### config.mk
export PLATFORM = sky130hd
export DESIGN_NAME = div_result_buf
export DESIGN_NICKNAME = d
export VERILOG_FILES = /design/src/rtl/div_result_buf.sv
export SDC_FILE = /design/constraint.sdc
export NUM_CORES = 1
export LEC_CHECK = 0
export ABC_CLOCK_PERIOD_IN_PS = 3380
export BUFFER_PORTS_ARGS = -buffer_cell sky130_fd_sc_hd__buf_2
export CELL_PAD_IN_SITES_DETAIL_PLACEMENT = 1
export CELL_PAD_IN_SITES_GLOBAL_PLACEMENT = 2
export CORE_MARGIN = 5
export CORE_UTILIZATION = 30
export DETAILED_ROUTE_END_ITERATION = 8
export GPL_TIMING_DRIVEN = 0
export PLACE_DENSITY = 0.55
export RECOVER_POWER = 25
export SYNTH_ARGS = -nofsm -noshare
export SYNTH_HDL_FRONTEND = slang
export SYNTH_SLANG_ARGS = --single-unit
### constraint.sdc
create_clock -name clk -period 3.38 [get_ports clk]
set_input_delay 0.507 -clock clk [delete_from_list [all_inputs] [get_ports clk]]
set_output_delay 0.507 -clock clk [all_outputs]
set_load 0.02 [all_outputs]
### src/rtl/div_result_buf.sv
// div_result_buf
//
// Result stage for the free-running pipelined divider `div`. It wraps the divider in a
// valid/ready handshake. Each accepted operand pair is tracked through the divider's fixed
// latency by a valid delay line. The quotient/remainder that emerge are captured into a
// first-word fall-through FIFO. A credit counter limits issue so that every in-flight result
// is guaranteed a FIFO slot when it arrives.
//
// Optional feature: define DIV_DBZ_EN to add a per-result divide-by-zero flag. The flag is
// (divisor == 0) sampled at accept, carried alongside the valid bit, stored per entry and
// presented on out_dbz. When DIV_DBZ_EN is undefined, out_dbz is tied 0 and divisor is
// ignored.
//
// Parameters:
//   N      data width; must match the companion div
//   LAT    divider latency in cycles
//   DEPTH  FIFO entries; power of two, >= 2; full throughput needs DEPTH >= LAT+2
//
// Ports:
//   clk, rst_n     clock; asynchronous active-low reset
//   in_valid       operand pair is on the divider inputs this cycle
//   in_ready       an operation can be accepted this cycle (registered state only)
//   divisor        divisor driven to div; used only for the divide-by-zero flag
//   quotient       div quotient output
//   remainder      div remainder output
//   out_valid      FIFO head holds a result
//   out_ready      sink takes the head
//   out_quotient   head quotient
//   out_remainder  head remainder
//   out_dbz        head was a divide-by-zero
//   level          FIFO occupancy, excluding in-flight operations

module div_result_buf #(
    parameter int unsigned N     = 8,
    parameter int unsigned LAT   = N,
    parameter int unsigned DEPTH = 16
) (
    input  logic                       clk,
    input  logic                       rst_n,
    input  logic                       in_valid,
    output logic                       in_ready,
    input  logic [N-1:0]               divisor,
    input  logic [N-1:0]               quotient,
    input  logic [N-1:0]               remainder,
    output logic                       out_valid,
    input  logic                       out_ready,
    output logic [N-1:0]               out_quotient,
    output logic [N-1:0]               out_remainder,
    output logic                       out_dbz,
    output logic [$clog2(DEPTH+1)-1:0] level
);

    localparam int unsigned PW = $clog2(DEPTH);
    localparam int unsigned LW = $clog2(DEPTH + 1);
    localparam logic [LW-1:0] DepthL = LW'(DEPTH);
    localparam logic [LW-1:0] OneL   = LW'(1);

    // ------------------------------------------------------------------
    // Handshake decode
    // ------------------------------------------------------------------
    logic          accept;
    logic          pop;
    logic          wr;
    logic [LW-1:0] reserved_q, reserved_d;
    logic [LW-1:0] level_q, level_d;

    // in_ready comes only from the credit register, so out_ready never reaches it
    // combinationally.
    assign in_ready  = (reserved_q < DepthL);
    assign out_valid = (level_q != '0);
    assign accept    = in_valid && in_ready;
    assign pop       = out_valid && out_ready;

    // ------------------------------------------------------------------
    // Valid delay line: bit k set means an op accepted k+1 edges ago.
    // When the top bit is set, the divider outputs belong to that op.
    // ------------------------------------------------------------------
    logic [LAT-1:0] vld_q, vld_d;

    generate
        if (LAT == 1) begin : g_vld_one
            assign vld_d = accept;
        end else begin : g_vld_many
            assign vld_d = {vld_q[LAT-2:0], accept};
        end
    endgenerate

    assign wr = vld_q[LAT-1];

    always_ff @(posedge clk or negedge rst_n) begin
        if (!rst_n) begin
            vld_q <= '0;
        end else begin
            vld_q <= vld_d;
        end
    end

    // ------------------------------------------------------------------
    // Credit counter: FIFO occupancy plus in-flight operations.
    // ------------------------------------------------------------------
    always_comb begin
        reserved_d = reserved_q;
        case ({accept, pop})
            2'b10:   reserved_d = reserved_q + OneL;
            2'b01:   reserved_d = reserved_q - OneL;
            default: reserved_d = reserved_q;
        endcase
    end

    always_ff @(posedge clk or negedge rst_n) begin
        if (!rst_n) begin
            reserved_q <= '0;
        end else begin
            reserved_q <= reserved_d;
        end
    end

    // ------------------------------------------------------------------
    // FIFO pointers and occupancy
    // ------------------------------------------------------------------
    logic [PW-1:0] wr_ptr_q, wr_ptr_d;
    logic [PW-1:0] rd_ptr_q, rd_ptr_d;

    // DEPTH is a power of two, so natural pointer overflow gives the wrap.
    always_comb begin
        wr_ptr_d = wr_ptr_q;
        rd_ptr_d = rd_ptr_q;
        level_d  = level_q;
        if (wr) begin
            wr_ptr_d = wr_ptr_q + 1'b1;
        end
        if (pop) begin
            rd_ptr_d = rd_ptr_q + 1'b1;
        end
        case ({wr, pop})
            2'b10:   level_d = level_q + OneL;
            2'b01:   level_d = level_q - OneL;
            default: level_d = level_q;
        endcase
    end

    always_ff @(posedge clk or negedge rst_n) begin
        if (!rst_n) begin
            wr_ptr_q <= '0;
            rd_ptr_q <= '0;
            level_q  <= '0;
        end else begin
            wr_ptr_q <= wr_ptr_d;
            rd_ptr_q <= rd_ptr_d;
            level_q  <= level_d;
        end
    end

    assign level = level_q;

    // ------------------------------------------------------------------
    // FIFO storage. Contents need no reset; out_valid qualifies them.
    // ------------------------------------------------------------------
    logic [N-1:0] q_mem [DEPTH];
    logic [N-1:0] r_mem [DEPTH];

    always_ff @(posedge clk) begin
        if (wr) begin
            q_mem[wr_ptr_q] <= quotient;
            r_mem[wr_ptr_q] <= remainder;
        end
    end

    assign out_quotient  = q_mem[rd_ptr_q];
    assign out_remainder = r_mem[rd_ptr_q];

`ifdef DIV_DBZ_EN
    // ------------------------------------------------------------------
    // Divide-by-zero flag, carried in parallel with the valid delay line.
    // ------------------------------------------------------------------
    logic [LAT-1:0] dbz_q, dbz_d;
    logic           dbz_in;
    logic           dbz_mem [DEPTH];

    assign dbz_in = accept && (divisor == '0);

    generate
        if (LAT == 1) begin : g_dbz_one
            assign dbz_d = dbz_in;
        end else begin : g_dbz_many
            assign dbz_d = {dbz_q[LAT-2:0], dbz_in};
        end
    endgenerate

    always_ff @(posedge clk or negedge rst_n) begin
        if (!rst_n) begin
            dbz_q <= '0;
        end else begin
            dbz_q <= dbz_d;
        end
    end

    always_ff @(posedge clk) begin
        if (wr) begin
            dbz_mem[wr_ptr_q] <= dbz_q[LAT-1];
        end
    end

    // Gate with out_valid so the flag reads 0 out of reset and while empty.
    assign out_dbz = out_valid && dbz_mem[rd_ptr_q];
`else
    logic unused_divisor;
    assign unused_divisor = ^divisor;
    assign out_dbz        = 1'b0;
`endif

    // ------------------------------------------------------------------
    // Invariants
    // ------------------------------------------------------------------
    // A write never meets a full FIFO: its credit was taken at accept.
    a_no_overflow: assert property (@(posedge clk) disable iff (!rst_n)
        wr |-> (level_q < DepthL));

    a_credit_bound: assert property (@(posedge clk) disable iff (!rst_n)
        (reserved_q <= DepthL) && (level_q <= reserved_q));

endmodule

Word level (Yosys, flattened, before mapping)
Memories as Yosys holds them, arrays and structs flattened.
Cells that the tools add are included.
Word-level totals
  flip-flop bits (word level): 26
  bits in writable memories: 256
  bits of input ports: 28
  output and inout bits: 24
  logic and storage cells: 27
  memories kept: 2
Memory list
  q_mem: depth 16, bits a word 8, read ports 1, clocked after Yosys merged registers in 0, write ports 1, RTL line 159  | logic [N-1:0] q_mem [DEPTH];
  r_mem: depth 16, bits a word 8, read ports 1, clocked after Yosys merged registers in 0, write ports 1, RTL line 160  | logic [N-1:0] r_mem [DEPTH];
Operators by class
  add/subtract/negate cells: 6
  order comparisons: 1
  equal/unequal tests: 4
  muxes and demuxes: 4
  reduce and logical (&&, ||, !) cells: 5
Operators with widths (count)
  $pmux 5 s2: 2
  $add 5x1->5 const B: 2
  $sub 5x1->5 const B: 2
  $add 4x1->4 const B: 2
  $lt 5x5->1 const B: 1
  $reduce_bool 5->1: 1
  $eq 2x1->1 const B: 2
  $eq 2x2->1 const B: 2
  $reduce_bool 2->1: 2
  $logic_and 1x1->1: 2
  $mux 1: 2

Depth between registers and ports, before layout
  depth in word-level cells: 4
  mapped depth: 12
  mapped depth without buffers: 11

Least setup slack after synthesis
OpenSTA, ideal clock, no wires.
  kind: register to register
  start point: register level_q[0] (netlist: level[0])
  end point: register reserved_q[4]
  library setup time: 0.123 ns
  arrival time: 2.582 ns
  data required time: 3.257 ns
  path slack: 0.675 ns
  cell stages (with the launch flop): 13
  path buffers: 1
  period minus slack after synthesis: 2.705 ns
  cell sequence: dfrtp_1 nor2_1 nand2_1 and2_1 clkbuf_1 ha_1 inv_1 fa_1 nor2b_1 o21ai_1 nand3_1 or3b_1 xnor2_1
Between the ends
  word-level cells in the longest chain between the ends: 4
  elaborated cells on any way between the ends: 6
  those cells by class: 2 x eq/ne; 1 x mux; 3 x reduce/logical
RTL lines
  from (decl): RTL line 65  | logic [LW-1:0] level_q, level_d;
  from (signal assigned): RTL line 150  | level_q <= level_d;
  $reduce_bool 5->1 *: RTL line 70  | assign out_valid = (level_q != '0);
  named net out_valid: RTL line 45  | output logic out_valid,
  $logic_and 1x1->1 *: RTL line 72  | assign pop = out_valid && out_ready;
  named net pop: RTL line 62  | logic pop;
  $eq 2x1->1 or $eq 2x2->1 (tied branches): RTL line 103  | case ({accept, pop})
  $pmux 5 s2 or $reduce_bool 2->1 (tied branches)
  to (signal assigned): RTL line 114  | reserved_q <= reserved_d;
  to (decl): RTL line 64  | logic [LW-1:0] reserved_q, reserved_d;
Mark *: on every way through the listed nets, which the timed path passes. The rest lies on a longest branch.
A chain may end at the register's enable or synchronous reset.

Final worst setup path
  start point: register rd_ptr_q[1]
  end point: output port out_quotient[5]
Between the ends
  word-level cells in the longest chain between the ends: 1
RTL lines
  from (decl): RTL line 122  | logic [PW-1:0] rd_ptr_q, rd_ptr_d;
  from (signal assigned): RTL line 149  | rd_ptr_q <= rd_ptr_d;
  $mem_v2 16x8
  to (decl): RTL line 47  | output logic [N-1:0] out_quotient,
Every way passes these cells.

==> flow_summary.yaml <==
status:
  status: "complete, no violations"
yosys:
  yosys_warnings: 0
  mappedNetlistNets: 635
  yosys-top-cells-count: "256 x edfxtp_1, 65 x mux2i_1, 32 x mux4_2"
  yosysMostFrequentCell: "edfxtp_1"
  synth_top_area_cell: "edfxtp_1"
  synth_cell_types: 39
  ys_ff_latch: 282
  synth.cell_area_um2: 11400
  synth_top_area_share_pct: 67.3
  seq_area_frac_synth_pct: 73.0
  synth_ff_type: "edfxtp_1"
  yosys-top-cells-area: "edfxtp_1 67%, mux4_2 6.3%, dfrtp_1 5.7%, mux2i_1 5.7%, a221oi_2 3.9%"
  synth_area_per_cell_um2: 19.3
  synthCells: 592
  async_reset_ff_share_pct: 9.22
  synth_edf_count: 256
timing:
  worst_pin_slew_ps: 1110
  whs_ps: 32.6
  rsz0062_at_grt: "no"
  hold_viol: 0
  setup_ws_ps: 184
  final-setup-viol-count: 0
  relSlewSlack_pct: 26.2
  period_needed_ps: 3200
  clock_skew_ps: 11.5
  fmax_mhz: 313
  fin_setup_tns_ps: 0
  finalCritPeriodShare_pct: 94.6
  slew_violations: 0
layout:
  nFillCells: 3787
  drive_gt1_share_pct: 24.7
  n_antenna_cell: 0
  fin_nets: 716
  synthToLayoutAreaGrowth_pct: 17.0
global_routing:
  grt_antenna_before_repair: 0
  grt_usage_pct: 13.4
  grt_overflow: 0
  grt_pass1_wl_um: 41700
  grt_pass1_vias: 6339
  grt_max_degree: 27
clock_tree:
  cts_sinks: 282
  cts_hold_buf: 0
  cts_buffers: 34
  clk_latency_ps: 500
  post_cts_resized: 0
  clock_path_buffers: 3
  post_cts_buffers: 0
  cts_tree: "yes"
  clk_pin_slew_ps: 60
  clock-root-buffer: "clkbuf_16"
  h-tree-depth: 2
placed_design:
  gp_congestion: 0.742
  dpl.hpwl_um: 18500
  pre_cts_slack_ps: 411
  port_buffers: 42
hold_path:
  min_path_type: "primary input to async pin"
routing:
  wirelength_um: 27900
  vias: 5758
  drcViolationCount: 0
  wl_per_cell_um: 23.1
  first_iter_violations: 271
  via_per_inst: 4.77
  ant_nets: 0
  first_pass_iters: 4
floorplan:
  die_x_um: 205
  num_io_pins: 52
  placementRows: 71
  die-area_um2: 42100
  start_util_pct: 30.3
  core_area_um2: 37700
  die_h_um: 205
power_and_ir_drop:
  total_leakage_power_nw: 4.66
  max-vdd-ir-drop_mv: 0.390
  fin_total_pwr_mw: 12.0
  p_per_area_nw_per_um2: 896
worst_setup_path:
  r2r_start: "level[0]$_DFFE_PN0P_"
  endpoint: "out_quotient[5]"
  r2r_end: "reserved_q[4]$_DFFE_PN0P_"
  cp.required_ps: 2870
  crit_type: "flop to output port"
  reg2reg_slack_ps: 460
  critPathMaxFanout: 10
  critPathLaunchType: "flop"
  end_kind: "output port"
  cp-startpoint: "rd_ptr_q[1]$_DFFE_PN0P_"
  cp_data_arrival_time_ps: 2690
  rr_worst_depth: 12
run:
  drv_cap: 0
-- layout make-up --
type / instances / area (um2) / share of cell area, %
Clock buffer: 49 / 981 / 7.34
Inverter: 11 / 41.3 / 0.309
Clock inverter: 11 / 71.3 / 0.534
Sequential cell: 282 / 8340 / 62.4
Tap cell: 511 / 639 / 4.78
Multi-Input combinational cell: 265 / 2770 / 20.7
Timing Repair Buffer: 45 / 240 / 1.80
Buffer: 34 / 287 / 2.14
-- cell usage in the layout (no fill, tap or decap), types with 2 or more instances in the layout --
cell / netlist / final
a21o_1: 3 / 3
a21oi_1: 4 / 4
a221oi_1: 2 / 2
a221oi_2: 30 / 30
a22oi_1: 16 / 16
and2_1: 10 / 10
and3_1: 6 / 6
buf_12: 3 / 3
buf_2: 3 / 36
buf_4: 8 / 8
buf_6: 8 / 9
buf_8: 1 / 3
clkbuf_1: 9 / 29
clkbuf_16: 0 / 37
clkinv_1: 0 / 7
clkinv_2: 0 / 3
dfrtp_1: 26 / 26
edfxtp_1: 256 / 256
fa_1: 2 / 2
ha_1: 13 / 13
inv_1: 10 / 10
mux2i_1: 65 / 65
mux4_2: 32 / 32
nand2_1: 25 / 25
nand3_1: 4 / 4
nor2_1: 6 / 3
nor2_2: 0 / 3
nor3_1: 2 / 2
o21ai_0: 21 / 21
xnor2_1: 8 / 8
xor2_1: 7 / 7
-- per-layer routing --
metal / up-vias / global-route usage, % / share of wire, %
met5: - / 0 / 0
met4: 0 / 3.73 / 2.1
met3: 41 / 2.27 / 3.5
met2: 117 / 22.8 / 50
met1: 3058 / 17.9 / 45
li1: 2542 / - / -
-- worst min-delay path by stage --
stage / start / end / slack (ps) / cells after the start
6_report: rst_n / level[2]$_DFFE_PN0P_ / 30 / 1
3_3_place_gp: vld_q[6]$_DFF_PN0_ / vld_q[7]$_DFF_PN0_ / 330 / 0
2_1_floorplan: rst_n / level[0]$_DFFE_PN0P_ / 210 / 0
5_1_grt: rst_n / level[2]$_DFFE_PN0P_ / 80 / 1
3_5_place_dp: vld_q[5]$_DFF_PN0_ / vld_q[6]$_DFF_PN0_ / 340 / 0
4_1_cts: rst_n / level[2]$_DFFE_PN0P_ / 40 / 1
-- registers in the layout, summed over array words and instances, names as in the netlist --
register / count
reserved_q: 5
level: 5
vld_q: 8
r_mem: 128
rd_ptr_q: 4
q_mem: 128
wr_ptr_q: 4
-- cells by family after synthesis --
logic type	Yosys count	share of synthesized area, %
flip-flops	282	73.0
multiplexers	99	12.2
AO/OA/AOI/OAI	77	6.48
AND/OR/NAND/NOR	58	2.54
buffers and inverters	45	2.87
adder cells (fa/ha/maj)	15	1.77
XOR/XNOR	15	1.15
other	1	0.0328
-- per-stage QoR --
stage,cells,utilization [%],area (um2)
finish,1208,35.5,13400
detailed placement,1148,32.7,12300
CTS,1208,35.5,13400
global placement,1145,32.6,12300
global route,1208,35.5,13400
floorplan,592,-,11400
-- worst max-delay path, cell delays in order, from the launching register on --
cell and delay [ps]:
dfrtp_1 350, buf_4 210, clkbuf_1 670, mux4_2 450
a22oi_1 200, nand2_1 130, buf_2 180
-- where the power goes --
group / switching, mW / internal (mW) / leakage [nW]
sequential: 0.149 / 4.15 / 2.62
combinational: 2.59 / 1.66 / 1.53
clock: 1.34 / 2.08 / 0.513
No activity file was read; power rests on OpenSTA's default activity.
